<file path="src/rtl/boot_pkg.sv">
// Shared types for the boot controller: FSM states and halt-cause codes.
// Imported by boot_ctrl and boot_wdog.
package boot_pkg;

   typedef enum logic [1:0] {
      ST_LOAD,
      ST_CLEAR,
      ST_RUN,
      ST_HALT
   } boot_state_e;

   typedef logic [1:0] halt_cause_t;

   localparam halt_cause_t HC_NONE = 2'b00;
   localparam halt_cause_t HC_REQ  = 2'b01;
   localparam halt_cause_t HC_WDOG = 2'b10;

   function automatic int max_aw(input int a, input int b);
      return (a > b) ? a : b;
   endfunction

endpackage

</file>
<file path="src/rtl/boot_wdog.sv">
// Saturating RUN-cycle counter with a limit compare.
// Instantiated only when BOOT_CTRL_WDOG_EN is defined.
module boot_wdog
   import boot_pkg::*;
#(
   parameter int unsigned LIMIT = 100
) (
   input  logic        clk,
   input  logic        areset,
   input  logic        en,
   output logic [31:0] cnt,
   output logic        hit
);

   localparam logic [31:0] LIMIT_M1 = 32'(LIMIT - 1);

   always_ff @(posedge clk or negedge areset) begin
      if (!areset) begin
         cnt <= '0;
      end else if (en && (cnt != '1)) begin
         cnt <= cnt + 32'd1;
      end
   end

   // Flag the cycle whose increment lands the count on LIMIT.
   assign hit = en && (cnt == LIMIT_M1);

endmodule

</file>
<file path="src/rtl/boot_ctrl.sv">
// Boot sequencer: program load, memory/RF clear, core run and halt.
// Define BOOT_CTRL_WDOG_EN to add the RUN-cycle watchdog.
module boot_ctrl
   import boot_pkg::*;
#(
   parameter int XLEN        = 32,
   parameter int IMEM_AW     = 8,
   parameter int DMEM_AW     = 6,
   parameter int RF_AW       = 5,
   parameter int WDOG_CYCLES = 100
) (
   input  logic               clk,
   input  logic               areset,
   input  logic               ld_valid,
   input  logic [XLEN-1:0]    ld_data,
   input  logic               ld_last,
   output logic               ld_ready,
   output logic               imem_we,
   output logic [IMEM_AW-1:0] imem_addr,
   output logic [XLEN-1:0]    imem_wdata,
   output logic               dmem_we,
   output logic [DMEM_AW-1:0] dmem_addr,
   output logic               rf_we,
   output logic [RF_AW-1:0]   rf_addr,
   output logic               core_rst_n,
   output logic               core_clk_en,
   input  logic               halt_req,
   output logic               halted,
   output logic [1:0]         halt_cause,
   output logic [31:0]        cycle_cnt,
   output logic [IMEM_AW:0]   prog_len
);

   localparam int CW = max_aw(DMEM_AW, RF_AW);
   localparam logic [CW-1:0] CLR_LAST = '1;
   localparam logic [CW:0]   DMEM_N   = (CW+1)'(2 ** DMEM_AW);
   localparam logic [CW:0]   RF_N     = (CW+1)'(2 ** RF_AW);
   localparam logic [IMEM_AW:0] LEN_ONE = (IMEM_AW+1)'(1);
   localparam logic [CW-1:0] CLR_ONE  = CW'(1);

   if (WDOG_CYCLES < 1) begin : g_bad_wdog
      $error("WDOG_CYCLES must be at least 1");
   end

   boot_state_e        state;
   boot_state_e        state_nx;
   logic               live;
   logic               ld_fire;
   logic               run;
   logic               wdog_hit;
   logic [IMEM_AW-1:0] ptr;
   logic [CW-1:0]      clr_cnt;

   assign ptr     = prog_len[IMEM_AW-1:0];
   assign ld_fire = ld_valid && ld_ready;
   assign run     = (state == ST_RUN);

   always_ff @(posedge clk or negedge areset) begin
      if (!areset) begin
         state <= ST_LOAD;
      end else begin
         state <= state_nx;
      end
   end

   always_comb begin
      state_nx    = state;
      ld_ready    = 1'b0;
      dmem_we     = 1'b0;
      dmem_addr   = '0;
      rf_we       = 1'b0;
      rf_addr     = '0;
      core_rst_n  = 1'b0;
      core_clk_en = 1'b0;
      halted      = 1'b0;
      unique case (state)
         ST_LOAD: begin
            // live keeps ready low until the first clock after reset
            ld_ready = live;
            if (ld_valid && live && (ld_last || (&ptr))) begin
               state_nx = ST_CLEAR;
            end
         end
         ST_CLEAR: begin
            dmem_we   = ({1'b0, clr_cnt} < DMEM_N);
            rf_we     = ({1'b0, clr_cnt} < RF_N);
            dmem_addr = clr_cnt[DMEM_AW-1:0];
            rf_addr   = clr_cnt[RF_AW-1:0];
            if (clr_cnt == CLR_LAST) begin
               state_nx = ST_RUN;
            end
         end
         ST_RUN: begin
            core_rst_n  = 1'b1;
            core_clk_en = 1'b1;
            if (halt_req || wdog_hit) begin
               state_nx = ST_HALT;
            end
         end
         ST_HALT: begin
            core_rst_n = 1'b1;
            halted     = 1'b1;
         end
         default: state_nx = ST_LOAD;
      endcase
   end

   always_ff @(posedge clk or negedge areset) begin
      if (!areset) begin
         live       <= 1'b0;
         imem_we    <= 1'b0;
         imem_addr  <= '0;
         imem_wdata <= '0;
         prog_len   <= '0;
         clr_cnt    <= '0;
         halt_cause <= HC_NONE;
      end else begin
         live    <= 1'b1;
         imem_we <= ld_fire;
         if (ld_fire) begin
            imem_addr  <= ptr;
            imem_wdata <= ld_data;
            prog_len   <= prog_len + LEN_ONE;
         end
         if (state == ST_CLEAR) begin
            clr_cnt <= clr_cnt + CLR_ONE;
         end
         // halt_req takes priority over a coincident watchdog hit
         if (run && (state_nx == ST_HALT)) begin
            halt_cause <= halt_req ? HC_REQ : HC_WDOG;
         end
      end
   end

`ifdef BOOT_CTRL_WDOG_EN
   boot_wdog #(
      .LIMIT(WDOG_CYCLES)
   ) u_wdog (
      .clk   (clk),
      .areset(areset),
      .en    (run),
      .cnt   (cycle_cnt),
      .hit   (wdog_hit)
   );
`else
   assign wdog_hit = 1'b0;

   always_ff @(posedge clk or negedge areset) begin
      if (!areset) begin
         cycle_cnt <= '0;
      end else if (run && (cycle_cnt != '1)) begin
         cycle_cnt <= cycle_cnt + 32'd1;
      end
   end
`endif

endmodule

</file>
<file path="config.mk">
export PLATFORM = sky130hd
export DESIGN_NAME = boot_ctrl
export DESIGN_NICKNAME = d
export VERILOG_FILES = /design/src/rtl/boot_pkg.sv /design/src/rtl/boot_wdog.sv /design/src/rtl/boot_ctrl.sv
export SDC_FILE = /design/constraint.sdc
export NUM_CORES = 1
export LEC_CHECK = 0
export ABC_AREA = 1
export CAP_MARGIN = 20
export CORE_MARGIN = 3
export CORE_UTILIZATION = 50
export CTS_CLUSTER_SIZE = 40
export DETAILED_ROUTE_END_ITERATION = 8
export PLACE_DENSITY = 0.82
export SYNTH_ARGS = -nofsm -noshare
export SYNTH_HDL_FRONTEND = slang
export SYNTH_SLANG_ARGS = --single-unit
</file>
<file path="constraint.sdc">
create_clock -name clk -period 2.9 [get_ports clk]
set_clock_uncertainty 0.05 [all_clocks]
set_input_delay 0.87 -clock clk [delete_from_list [all_inputs] [get_ports clk]]
set_output_delay 0.87 -clock clk [all_outputs]
set_load 0.05 [all_outputs]
</file>
# Yosys cells after proc, flatten, opt, wreduce, memory -nomap -nowiden
# Cells that the tools add are included.
# op_classes
add_sub_neg	3
magnitude_cmp	1
eq_ne	6
mux	13
n_reduce_logical	9
# op_table
cell	count
$add A32 B1 Y32 const B	1
$ne A32 B32 Y1 const B	1
$add A9 B1 Y9 const B	1
$mux W2	4
$reduce_and A8 Y1	1
$add A6 B1 Y6 const B	1
$eq A2 B2 Y1 const B	3
$eq A6 B6 Y1 const B	1
$lt A6 B6 Y1 const B	1
$mux W1	6
$mux W6	1
$pmux W2 S3	1
$logic_and A1 B1 Y1	5
$mux W5	1
$eq A2 B1 Y1 const B	1
$logic_not A2 Y1	1
$reduce_or A2 Y1	1
$logic_or A1 B1 Y1	1
# totals
register_bits	93
output_inout_bits	101
wordCells	41

# Longest topological paths before layout
# depth
ltp_word	7
depth_mapped	11
ltp_nobuf	10

# Worst setup path before layout
# Ideal clock, no wire load.
# synth_path
kind	register -> output
start	reg state[1]
end	out rf_addr[0]
t_arrival_ps	1690
slack_ps	290
stages_incl_launch_ff	5
path_buffers	1
cell_sequence	dfrtp_1 inv_1 nand2_1 nor2_1 buf_4
# synth_via
elab_chain_len	2
# synth_rtl
item	line	source
from (decl)	boot_ctrl.sv:45	boot_state_e state;
from (signal assigned)	boot_ctrl.sv:62	state <= state_nx;
$eq A2 B1 Y1	boot_ctrl.sv:76	unique case (state)
$mux W5	boot_ctrl.sv:76	
to (decl)	boot_ctrl.sv:24	output logic [RF_AW-1:0] rf_addr,
# No other way between the ends.

# Worst setup path after layout
# layout_path
start	reg state[1]
end	out halted
# layout_via
elab_chain_len	2
# layout_rtl
item	line	source
$eq A2 B2 Y1	boot_ctrl.sv:76	
$mux W1	boot_ctrl.sv:76	
to (decl)	boot_ctrl.sv:28	output logic halted,
# No other way between the ends.

==> results.md <==
- Post-Route Setup TNS: 0 ns
- Period utilisation layout: 91.2%
- Run status: finished, final reports clean
- Placed standard-cell area: 0.00606 mm2
- Unrepaired setup endpoints after global routing: no
- Std-Cell Core Area: 0.00889 mm2
- Area delta synth->final: 35.2%
- Count of mapped cells out of synthesis: 625
- Final layout net count: 799
- Number of clock sinks: 93
- Average vias per placed instance: 4.98
- Largest delay share family, worst path: buffers and inverters
- Clock tree from TritonCTS: yes
- Kind of critical path: reg -> out
- Sequence of cells on the critical path: nand2_1 > inv_1 > clkdlybuf4s50_1
- Number of buffers inserted to repair setup after CTS: 0
- Startpoint kind of the worst setup timing path: flop
- Hold buffer count at CTS: 0
- Share of cells above drive strength 1: 6.16%
- Final Wtd Congestion: 0.916
- Final design instance area without fill: 0.00628 mm2
- Max Fanout on Critical Path: 6
- Path class of the lowest-slack min-delay path: in -> async
- Post-Route Utilization: 70.7%
- Number of buffers created by CTS: 9
- Mean instance size in the synthesized netlist: 7.44 um2
- Largest net degree at the start of global routing: 43
- Detailed router's first-iteration violation count: 161
- Clock transition at the registers of the reported paths: 0.10 ns
- Remaining global-route overflow: 0
- Pwr Density: 375 mW/mm2
- IR Drop Worst-Case VDD: 252 uV
- Number of global-route vias before repair: 4199
- Critical path data required time: 1.98 ns
- Number of setup violations in the final report: 0
- Starting Density: 52.3%
- Top-level port count: 138
- Insertion delay to the later sink of the worst-skew pair: 0.36 ns
- Count of distinct cell types in the synthesized netlist: 23
- Synth Net Count: 665
- Count of synthesis-stage warnings from yosys: 0
- Number of buffer and inverter stages on the critical path: 2
- Remaining design rule violation count: 0
- First-pass GRT wire length: 19400 um
- Rel. slew slack: 63.5%
- Worst path slowest cell: sky130_fd_sc_hd__clkdlybuf4s50_1
- Number of rows created at floorplan: 34
- Shortest period the worst path allows: 2.65 ns
- Flops & latches, synth: 93
- Data arrival time of the critical path: 1.73 ns
- Buffer cell driving the clock tree root: sky130_fd_sc_hd__clkbuf_8
- Total die area: 0.0105 mm2
- Post-synthesis instance area: 0.00465 mm2
- Overall routed net length: 11800 um
- Transition time at the pin with the least slew margin: 0.546 ns
- GRT Util Overall: 23.4%
- Maximum root-to-sink buffer count: 2
- Max cap viols: 0
- CP peak stage delay: 0.80 ns
- Remaining number of nets flagged by the antenna check after routing: 0
- Initial antenna violation count: 0
- Routed length per instance: 13.5 um
- Drt first pass iters: 4
- PortBufs: 137
- Number of antenna diodes: 0
- Sequential-to-total area share from yosys stat: 50.1%
- Chip Width: 102 um
- Highest clock frequency the design can meet: 378 MHz
- Standby leakage power: 3.04 nW
- Total vias in the final route: 4339
- Final Max Slew Viols: 0
- Overall die height: 102 um
- HPWL after detailed placement: 8840 um
- Filler instances: 709
- Hold violation count in the final report: 0
- H-tree Lvls: 3
- Category of the worst setup path capture point: primary output
-- cell usage after synthesis (all sizes together) --
cell	instances	share of area, %
buf	17	2.6
clkbuf	4	0.32
conb	1	0.081
dfrtp	93	50
ha	3	0.81
inv	51	4.2
nand2	308	25
nand3	26	2.8
nand3b	2	0.32
nand4	6	0.81
nor2	66	5.7
nor3	5	0.54
o21a	1	0.16
o21ai	20	2.2
xnor2	6	1.1
xor2	16	3.0
-- cells in the final DEF (no fill, tap or decap), types with 2 or more instances in the layout --
| cell type | n |
|---|---|
| sky130_fd_sc_hd__nand2_4 | 2 |
| sky130_fd_sc_hd__nand3_1 | 26 |
| sky130_fd_sc_hd__buf_12 | 2 |
| sky130_fd_sc_hd__o21ai_0 | 20 |
| sky130_fd_sc_hd__ha_1 | 3 |
| sky130_fd_sc_hd__bufinv_16 | 2 |
| sky130_fd_sc_hd__nor2_2 | 4 |
| sky130_fd_sc_hd__nor3_1 | 5 |
| sky130_fd_sc_hd__nor2_1 | 61 |
| sky130_fd_sc_hd__nand2_2 | 2 |
| sky130_fd_sc_hd__clkdlybuf4s50_1 | 121 |
| sky130_fd_sc_hd__clkinvlp_4 | 2 |
| sky130_fd_sc_hd__clkbuf_8 | 10 |
| sky130_fd_sc_hd__dfrtp_1 | 93 |
| sky130_fd_sc_hd__nand3b_1 | 2 |
| sky130_fd_sc_hd__nand4_1 | 6 |
| sky130_fd_sc_hd__nand2_1 | 304 |
| sky130_fd_sc_hd__xnor2_1 | 6 |
| sky130_fd_sc_hd__buf_4 | 20 |
| sky130_fd_sc_hd__inv_1 | 50 |
| sky130_fd_sc_hd__xor2_1 | 16 |
-- state kept, by name, summed over array words and instances (netlist names) --
signal	flops
prog_len	9
live	1
state	2
imem_we	1
halt_cause	2
imem_wdata	32
cycle_cnt	32
imem_addr	8
clr_cnt	6
-- layout make-up --
cell class / instances / area, um2 / area share, %
flip-flops and latches: 93 / 2330 / 37.0
well taps: 108 / 135 / 2.15
multi-input cells: 460 / 1990 / 31.7
clock inverters: 5 / 83.8 / 1.33
clock buffers: 10 / 138 / 2.19
inverters: 51 / 194 / 3.09
repair buffers: 144 / 1410 / 22.5
-- routing by layer --
metal / track usage [%] / vias to the layer above / share of wire, %
li1: - / 2151 / -
met3: 7.17 / 19 / 8.0
met2: 39.7 / 145 / 48
met4: 7.47 / 0 / 2.0
met5: 0 / - / 0
met1: 28.6 / 2024 / 42
-- cell families (layout without fill, tap and decap cells) --
group           count (synthesis)  after routing  synth area share [%]
simple gates                  413            413                  35.5
compound gates                 21             21                  2.32
buf+inv                        72            210                  7.11
xor+xnor                       22             22                  4.15
other cells                     1              1                0.0807
flops                          93             93                  50.1
fa+ha+maj                       3              3                 0.808
-- worst paths after layout --
kind	endpoint	slack [ns]	from	cells after the start
setup / recovery	halted	0.25	state[1]	3
hold / removal	cycle_cnt[14]	0.39	areset	1
setup reg to reg	cycle_cnt[31]	0.69	cycle_cnt[0]	10
hold reg to reg	prog_len[8]	0.43	prog_len[8]	1
max in group asynchronous	imem_wdata[19]	1.78	areset	2
min in group clk	prog_len[8]	0.43	prog_len[8]	1
-- stage by stage --
step / setup WS, ns / instances / hold WS, ns / power, mW
finish: 0.255 / 871 / 0.394 / 2.36
global route: 0.170 / 871 / 0.413 / 2.42
CTS: 0.00589 / 871 / 0.399 / 2.37
detailed placement: 0.410 / 856 / 0.415 / 1.40
global placement: 0.487 / 856 / 0.401 / 1.40
floorplan: 0.290 / 625 / 0.413 / 1.32
-- power by group --
| group | switching [mW] | internal (mW) |
|---|---|---|
| combinational | 0.0315 | 0.0451 |
| clock | 0.475 | 0.508 |
| sequential | 0.000249 | 1.30 |
| total | 0.507 | 1.85 |
-- what timing repair did --
action,4_1_cts,5_1_grt
resized for setup,0,1
endpoints found under the hold margin,0,0
endpoints found under the setup margin,0,1
(Power assumes the default switching activity.)
